===== config.mk =====
export PLATFORM = sky130hd
export DESIGN_NAME = time_set_ctrl
export DESIGN_NICKNAME = d
export VERILOG_FILES = /design/src/rtl/time_pkg.sv /design/src/rtl/btn_edge.sv /design/src/rtl/time_set_ctrl.sv
export SDC_FILE = /design/constraint.sdc
export NUM_CORES = 1
export LEC_CHECK = 0
export BUFFER_PORTS_ARGS = -buffer_cell sky130_fd_sc_hd__buf_2
export CORE_AREA = 2 2 90 92
export CTS_CLUSTER_SIZE = 12
export DETAILED_ROUTE_END_ITERATION = 8
export DIE_AREA = 0 0 92 94
export PLACE_DENSITY_LB_ADDON = 0.08
export SYNTH_ARGS = -nofsm -noshare
export SYNTH_HDL_FRONTEND = slang
export SYNTH_HIERARCHICAL = 1
export SYNTH_SLANG_ARGS = --single-unit

===== constraint.sdc =====
create_clock -name clk_i -period 3.4 [get_ports clk_i]
set_input_delay 1.02 -clock clk_i [delete_from_list [all_inputs] [get_ports clk_i]]
set_output_delay 1.02 -clock clk_i [all_outputs]
set_load 0.01 [all_outputs]

===== src/rtl/time_pkg.sv =====
// time_pkg: shared types and constants for the time-entry controller.
//   state_t   : controller states (IDLE, EDIT_H, EDIT_M, EDIT_S, COMMIT)
//   FIELD_*   : codes driven on field_o (0 none, 1 hrs, 2 min, 3 sec)
//   *_MAX     : upper bound of each time field; values wrap past these
package time_pkg;

  typedef enum logic [2:0] {
    IDLE,
    EDIT_H,
    EDIT_M,
    EDIT_S,
    COMMIT
  } state_t;

  typedef logic [1:0] field_t;

  localparam field_t FIELD_NONE = 2'd0;
  localparam field_t FIELD_HRS  = 2'd1;
  localparam field_t FIELD_MIN  = 2'd2;
  localparam field_t FIELD_SEC  = 2'd3;

  localparam logic [5:0] HRS_MAX = 6'd23;
  localparam logic [5:0] MIN_MAX = 6'd59;
  localparam logic [5:0] SEC_MAX = 6'd59;

endpackage


===== src/rtl/btn_edge.sv =====
// btn_edge: rising-edge detector for one debounced button level.
//   clk, rst_n : system clock, asynchronous active-low reset
//   tick       : 1 kHz single-cycle enable (used only for auto-repeat)
//   level      : debounced button level
//   rise       : registered one-cycle pulse after a rising edge of level
//   step       : one-cycle step request for up/down use
// Configuration macro: AUTOREPEAT_EN
//   undefined : step equals rise (one step per press), no hold counter built
//   defined   : step fires after level is held REPEAT_DLY ticks, then every
//               REPEAT_RATE ticks until release
module btn_edge #(
  parameter int unsigned REPEAT_DLY  = 500,
  parameter int unsigned REPEAT_RATE = 100
) (
  input  logic clk,
  input  logic rst_n,
  input  logic tick,
  input  logic level,
  output logic rise,
  output logic step
);

  logic prev;

  always_ff @(posedge clk or negedge rst_n) begin
    if (!rst_n) begin
      prev <= 1'b0;
      rise <= 1'b0;
    end else begin
      prev <= level;
      rise <= level & ~prev;
    end
  end

`ifdef AUTOREPEAT_EN
  localparam int unsigned CMAX = (REPEAT_DLY > REPEAT_RATE) ? REPEAT_DLY : REPEAT_RATE;
  localparam int unsigned CW   = $clog2(CMAX + 1);

  logic [CW-1:0] hold_cnt;
  logic          armed;

  // armed selects between the initial delay and the repeat interval
  always_ff @(posedge clk or negedge rst_n) begin
    if (!rst_n) begin
      hold_cnt <= '0;
      armed    <= 1'b0;
      step     <= 1'b0;
    end else begin
      step <= 1'b0;
      if (!level) begin
        hold_cnt <= '0;
        armed    <= 1'b0;
      end else if (tick) begin
        if (hold_cnt == (armed ? CW'(REPEAT_RATE - 1) : CW'(REPEAT_DLY - 1))) begin
          step     <= 1'b1;
          hold_cnt <= '0;
          armed    <= 1'b1;
        end else begin
          hold_cnt <= hold_cnt + 1'b1;
        end
      end
    end
  end
`else
  logic unused;
  assign unused = tick ^ (REPEAT_DLY == 0) ^ (REPEAT_RATE == 0);
  assign step   = rise;
`endif

endmodule


===== src/rtl/time_set_ctrl.sv =====
// time_set_ctrl: user time-entry sequencer for the clock datapath.
//   Walks hours -> minutes -> seconds with up/down buttons, keeps a shadow
//   copy for abort, and pulses load_o for one cycle on commit.
// Ports:
//   clk_i      : system clock
//   reset_i    : asynchronous active-low reset
//   tick_i     : 1 kHz single-cycle enable
//   btn_mode_i : enter edit / abort (debounced level)
//   btn_next_i : advance field (debounced level)
//   btn_up_i   : increment current field (debounced level)
//   btn_dn_i   : decrement current field (debounced level)
//   set_hrs_o, set_min_o, set_sec_o : working time values
//   load_o     : one-cycle commit strobe
//   editing_o  : high in any EDIT state
//   field_o    : field being edited (0 none, 1 hrs, 2 min, 3 sec)
// Configuration macro: AUTOREPEAT_EN (auto-repeat of held up/down, in btn_edge)
module time_set_ctrl
  import time_pkg::*;
#(
  parameter int unsigned INIT_HRS    = 11,
  parameter int unsigned INIT_MIN    = 35,
  parameter int unsigned INIT_SEC    = 42,
  parameter int unsigned TIMEOUT_MS  = 10000,
  parameter int unsigned REPEAT_DLY  = 500,
  parameter int unsigned REPEAT_RATE = 100
) (
  input  logic       clk_i,
  input  logic       reset_i,
  input  logic       tick_i,
  input  logic       btn_mode_i,
  input  logic       btn_next_i,
  input  logic       btn_up_i,
  input  logic       btn_dn_i,
  output logic [5:0] set_hrs_o,
  output logic [5:0] set_min_o,
  output logic [5:0] set_sec_o,
  output logic       load_o,
  output logic       editing_o,
  output logic [1:0] field_o
);

  localparam int unsigned TW = $clog2(TIMEOUT_MS + 1);

  state_t        state;
  logic [5:0]    shadow_hrs, shadow_min, shadow_sec;
  logic [TW-1:0] to_cnt;

  logic mode_rise, next_rise, up_rise, dn_rise;
  logic up_step, dn_step;
  logic mode_step_unused, next_step_unused;
  logic any_edge, timeout;

  btn_edge #(.REPEAT_DLY(REPEAT_DLY), .REPEAT_RATE(REPEAT_RATE)) u_mode (
    .clk(clk_i), .rst_n(reset_i), .tick(tick_i), .level(btn_mode_i),
    .rise(mode_rise), .step(mode_step_unused)
  );
  btn_edge #(.REPEAT_DLY(REPEAT_DLY), .REPEAT_RATE(REPEAT_RATE)) u_next (
    .clk(clk_i), .rst_n(reset_i), .tick(tick_i), .level(btn_next_i),
    .rise(next_rise), .step(next_step_unused)
  );
  btn_edge #(.REPEAT_DLY(REPEAT_DLY), .REPEAT_RATE(REPEAT_RATE)) u_up (
    .clk(clk_i), .rst_n(reset_i), .tick(tick_i), .level(btn_up_i),
    .rise(up_rise), .step(up_step)
  );
  btn_edge #(.REPEAT_DLY(REPEAT_DLY), .REPEAT_RATE(REPEAT_RATE)) u_dn (
    .clk(clk_i), .rst_n(reset_i), .tick(tick_i), .level(btn_dn_i),
    .rise(dn_rise), .step(dn_step)
  );

  // Auto-repeat steps count as button activity so a long hold never times out.
  assign any_edge = mode_rise | next_rise | up_rise | dn_rise | up_step | dn_step;
  // An edge in the same cycle as the final tick clears the counter instead.
  assign timeout  = tick_i & ~any_edge & (to_cnt == TW'(TIMEOUT_MS - 1));

  always_ff @(posedge clk_i or negedge reset_i) begin
    if (!reset_i) begin
      state      <= IDLE;
      set_hrs_o  <= 6'(INIT_HRS);
      set_min_o  <= 6'(INIT_MIN);
      set_sec_o  <= 6'(INIT_SEC);
      shadow_hrs <= 6'(INIT_HRS);
      shadow_min <= 6'(INIT_MIN);
      shadow_sec <= 6'(INIT_SEC);
      load_o     <= 1'b0;
      editing_o  <= 1'b0;
      field_o    <= FIELD_NONE;
      to_cnt     <= '0;
    end else begin
      load_o <= 1'b0;
      case (state)
        IDLE: begin
          if (mode_rise) begin
            shadow_hrs <= set_hrs_o;
            shadow_min <= set_min_o;
            shadow_sec <= set_sec_o;
            state      <= EDIT_H;
            editing_o  <= 1'b1;
            field_o    <= FIELD_HRS;
            to_cnt     <= '0;
          end
        end

        EDIT_H, EDIT_M, EDIT_S: begin
          if (mode_rise || timeout) begin
            set_hrs_o <= shadow_hrs;
            set_min_o <= shadow_min;
            set_sec_o <= shadow_sec;
            state     <= IDLE;
            editing_o <= 1'b0;
            field_o   <= FIELD_NONE;
            to_cnt    <= '0;
          end else if (next_rise) begin
            to_cnt <= '0;
            case (state)
              EDIT_H: begin
                state   <= EDIT_M;
                field_o <= FIELD_MIN;
              end
              EDIT_M: begin
                state   <= EDIT_S;
                field_o <= FIELD_SEC;
              end
              default: begin
                state     <= COMMIT;
                load_o    <= 1'b1;
                editing_o <= 1'b0;
                field_o   <= FIELD_NONE;
              end
            endcase
          end else if (up_step ^ dn_step) begin
            to_cnt <= '0;
            case (state)
              EDIT_H: begin
                if (up_step) set_hrs_o <= (set_hrs_o >= HRS_MAX) ? 6'd0 : set_hrs_o + 6'd1;
                else         set_hrs_o <= (set_hrs_o == 6'd0) ? HRS_MAX : set_hrs_o - 6'd1;
              end
              EDIT_M: begin
                if (up_step) set_min_o <= (set_min_o >= MIN_MAX) ? 6'd0 : set_min_o + 6'd1;
                else         set_min_o <= (set_min_o == 6'd0) ? MIN_MAX : set_min_o - 6'd1;
              end
              default: begin
                if (up_step) set_sec_o <= (set_sec_o >= SEC_MAX) ? 6'd0 : set_sec_o + 6'd1;
                else         set_sec_o <= (set_sec_o == 6'd0) ? SEC_MAX : set_sec_o - 6'd1;
              end
            endcase
          end else if (any_edge) begin
            to_cnt <= '0;
          end else if (tick_i) begin
            to_cnt <= to_cnt + 1'b1;
          end
        end

        COMMIT: state <= IDLE;

        default: begin
          state     <= IDLE;
          editing_o <= 1'b0;
          field_o   <= FIELD_NONE;
        end
      endcase
    end
  end

endmodule


==> out/results.txt <==
status: completed
root buf cell: clkbuf_8
DP HPWL: 6319 um
Hold WC Path Type: register to register
worst vdd ir: 0.3970 mV
internal power: 2211 uW
met1 WL: 4373 um
FF-to-FF End: field_o[0]$_DFFE_PN0P_
Comb pwr share: 39.3%
Tmin final: 2.398 ns
Detail Route met3 WL: 384 um
CTS sink count: 65
most frequent cells in the layout: 47 x dfrtp_1, 34 x nand2_1, 28 x buf_2
PortBufs: 28
Total GRT Usage: 22.56%
sw frac: 38.17%
CTS Hold Bufs: 0
Leak: 0.001934 uW
synthesized area: 4071 um2
Setup crit end kind: register
DIE HEIGHT: 94 um
worst hold path endpoint: u_mode/rise$_DFF_PN0_
Routed Antenna Nets: 0
die area: 8648 um2
vias in the first global route: 3041
actual slew at the worst max-slew pin: 0.8120 ns
Setup TNS: 0 ns
headroom to the max-slew limit: 45.87%
row cnt: 32
Post-CTS Setup Bufs: 0
HP Start: u_mode/prev$_DFF_PN0_
Flop pwr share: 40.8%
Initial DRT Pass Iterations: 4
routed wl met2: 4063 um
# IOs: 29
Clock Skews: 0.009673 ns
critical path depth in cells: 6
net switching power figure: 1364 uW
TritonCTS clock tree: yes
Slowest-stage cell, CP: dfrtp_1
Power Density: 793.2 nW/um2
Final Core Density: 59.24%
routability congestion estimate: 0.8311
final WL: 8954 um
Cells after Synth: 408
Reg2Reg Depth: 6
# H-tree levels: 3
layout net count: 447
ant diodes: 0
die width: 92 um
Worst path max stage delay: 0.60 ns
Data arrival, critical path: 2.63 ns
CTS clk-pin slew, worst paths: 0.07 ns
worst r2r src: u_up/rise$_DFF_PN0_
area grow syn2layout: 10.69%
RSZ-0062 raised after global routing: false
Final Cycle Share: 70.53%
max-cap viol count: 0
Iter 0 DRT Violations: 190
CTS resizes: 0
Worst setup SP type: register
layout cell share with drive strength beyond 1: 26.90%
syn nets: 425
vias post-DR: 3230
highest routed layer: met4
Slew Limit Fails: 0
Clock Latency Late Sink: 0.35 ns
Post-route DRC: 0
crit path kind: register to register
global route overflow: 0
first-pass GRT wire length: 15160 um
most common cell after layout, fill and taps aside: dfrtp_1
cts bufs inserted: 9
Max FO, Critical Path: 14
Initial Util: 53.52%
syn_area_per_cell: 9.979 um2
synth warn: 6
Cells on Worst Hold Path: 1
CORE AREA: 7607 um2
final number of setup-violating endpoints: 0
initial antenna violation count: 0
vias per inst: 6.015
CP bufs+invs: 1
crit-path leading delay family: simple AND/OR/NAND/NOR gates
worst-path cell chain: nor4_4, and2_2, a21oi_4, buf_4, a32oi_1, mux2_2
CP required: 3.63 ns
pin count of the biggest net entering global routing: 36
Clock Tree Buf Depth: 2
WL/cell: 16.67 um
Final Hold Viols: 0
Peak Freq: 417.0 MHz
clock share of power: 19.9%
worst reg2reg setup slack: 1.00 ns
[sequential cells by signal, indices dropped and copies added (netlist names), 2 cells and up]
signal      count
state           3
field_o         2
shadow_min      6
shadow_hrs      6
to_cnt         14
set_min_o       6
set_sec_o       6
shadow_sec      6
set_hrs_o       6
[routing by layer]
| metal | global-route usage, % | vias to the layer above |
|---|---|---|
| met3 | 5.297 | 10 |
| met1 | 32.21 | 1591 |
| met5 | 0 | - |
| met2 | 33.15 | 84 |
| met4 | 9.080 | 0 |
| li1 | - | 1545 |
[worst register-to-register path, stage by stage, from the launching register on]
cell	delay [ns]
dfrtp_1	0.60
nor4_4	0.48
and2_2	0.26
a21oi_4	0.12
buf_4	0.24
a32oi_1	0.22
mux2_2	0.36
[how the worst max path moves through the flow]
| stage | from | to |
|---|---|---|
| global route | u_up/rise$_DFF_PN0_ | to_cnt[4]$_DFFE_PN0P_ |
| floorplan | tick_i | set_sec_o[2]$_DFFE_PN0P_ |
| finish | u_up/rise$_DFF_PN0_ | field_o[0]$_DFFE_PN0P_ |
| detailed placement | tick_i | field_o[0]$_DFFE_PN0P_ |
| CTS | u_up/rise$_DFF_PN0_ | field_o[0]$_DFFE_PN0P_ |
| global placement | tick_i | field_o[0]$_DFFE_PN0P_ |
[final cells by class]
cell class                      instances  area, um2
Fill cell                             684       3100
Multi-Input combinational cell        300       2232
Sequential cell                        65       1649
Timing Repair Buffer                   36      212.7
Clock buffer                           14      182.7
Tap cell                              102      127.6
Inverter                               18      67.56
Clock inverter                          2      35.03
[power by group through the flow]
| stage | combinational, uW | clock (uW) | sequential, uW |
|---|---|---|---|
| floorplan | 1140 | 0 | 1320 |
| global placement | 1380 | 0 | 1470 |
| detailed placement | 1400 | 0 | 1470 |
| CTS | 1410 | 731 | 1460 |
| global route | 1560 | 765 | 1510 |
| finish | 1410 | 710 | 1460 |
[through the flow]
step           hold WS [ns]  cell area [um2]  setup WS, ns  power, uW  instances
2_1_floorplan        0.4289             4071        0.9595       2463        408
3_3_place_gp         0.4326             4289        0.6977       2845        521
3_5_place_dp         0.4356             4289        0.6607       2869        521
4_1_cts              0.4417             4507         1.000       3597        537
5_1_grt              0.4627             4507        0.8843       3844        537
6_report             0.4398             4507         1.002       3575        537
No activity file was read; power rests on OpenSTA's default activity.
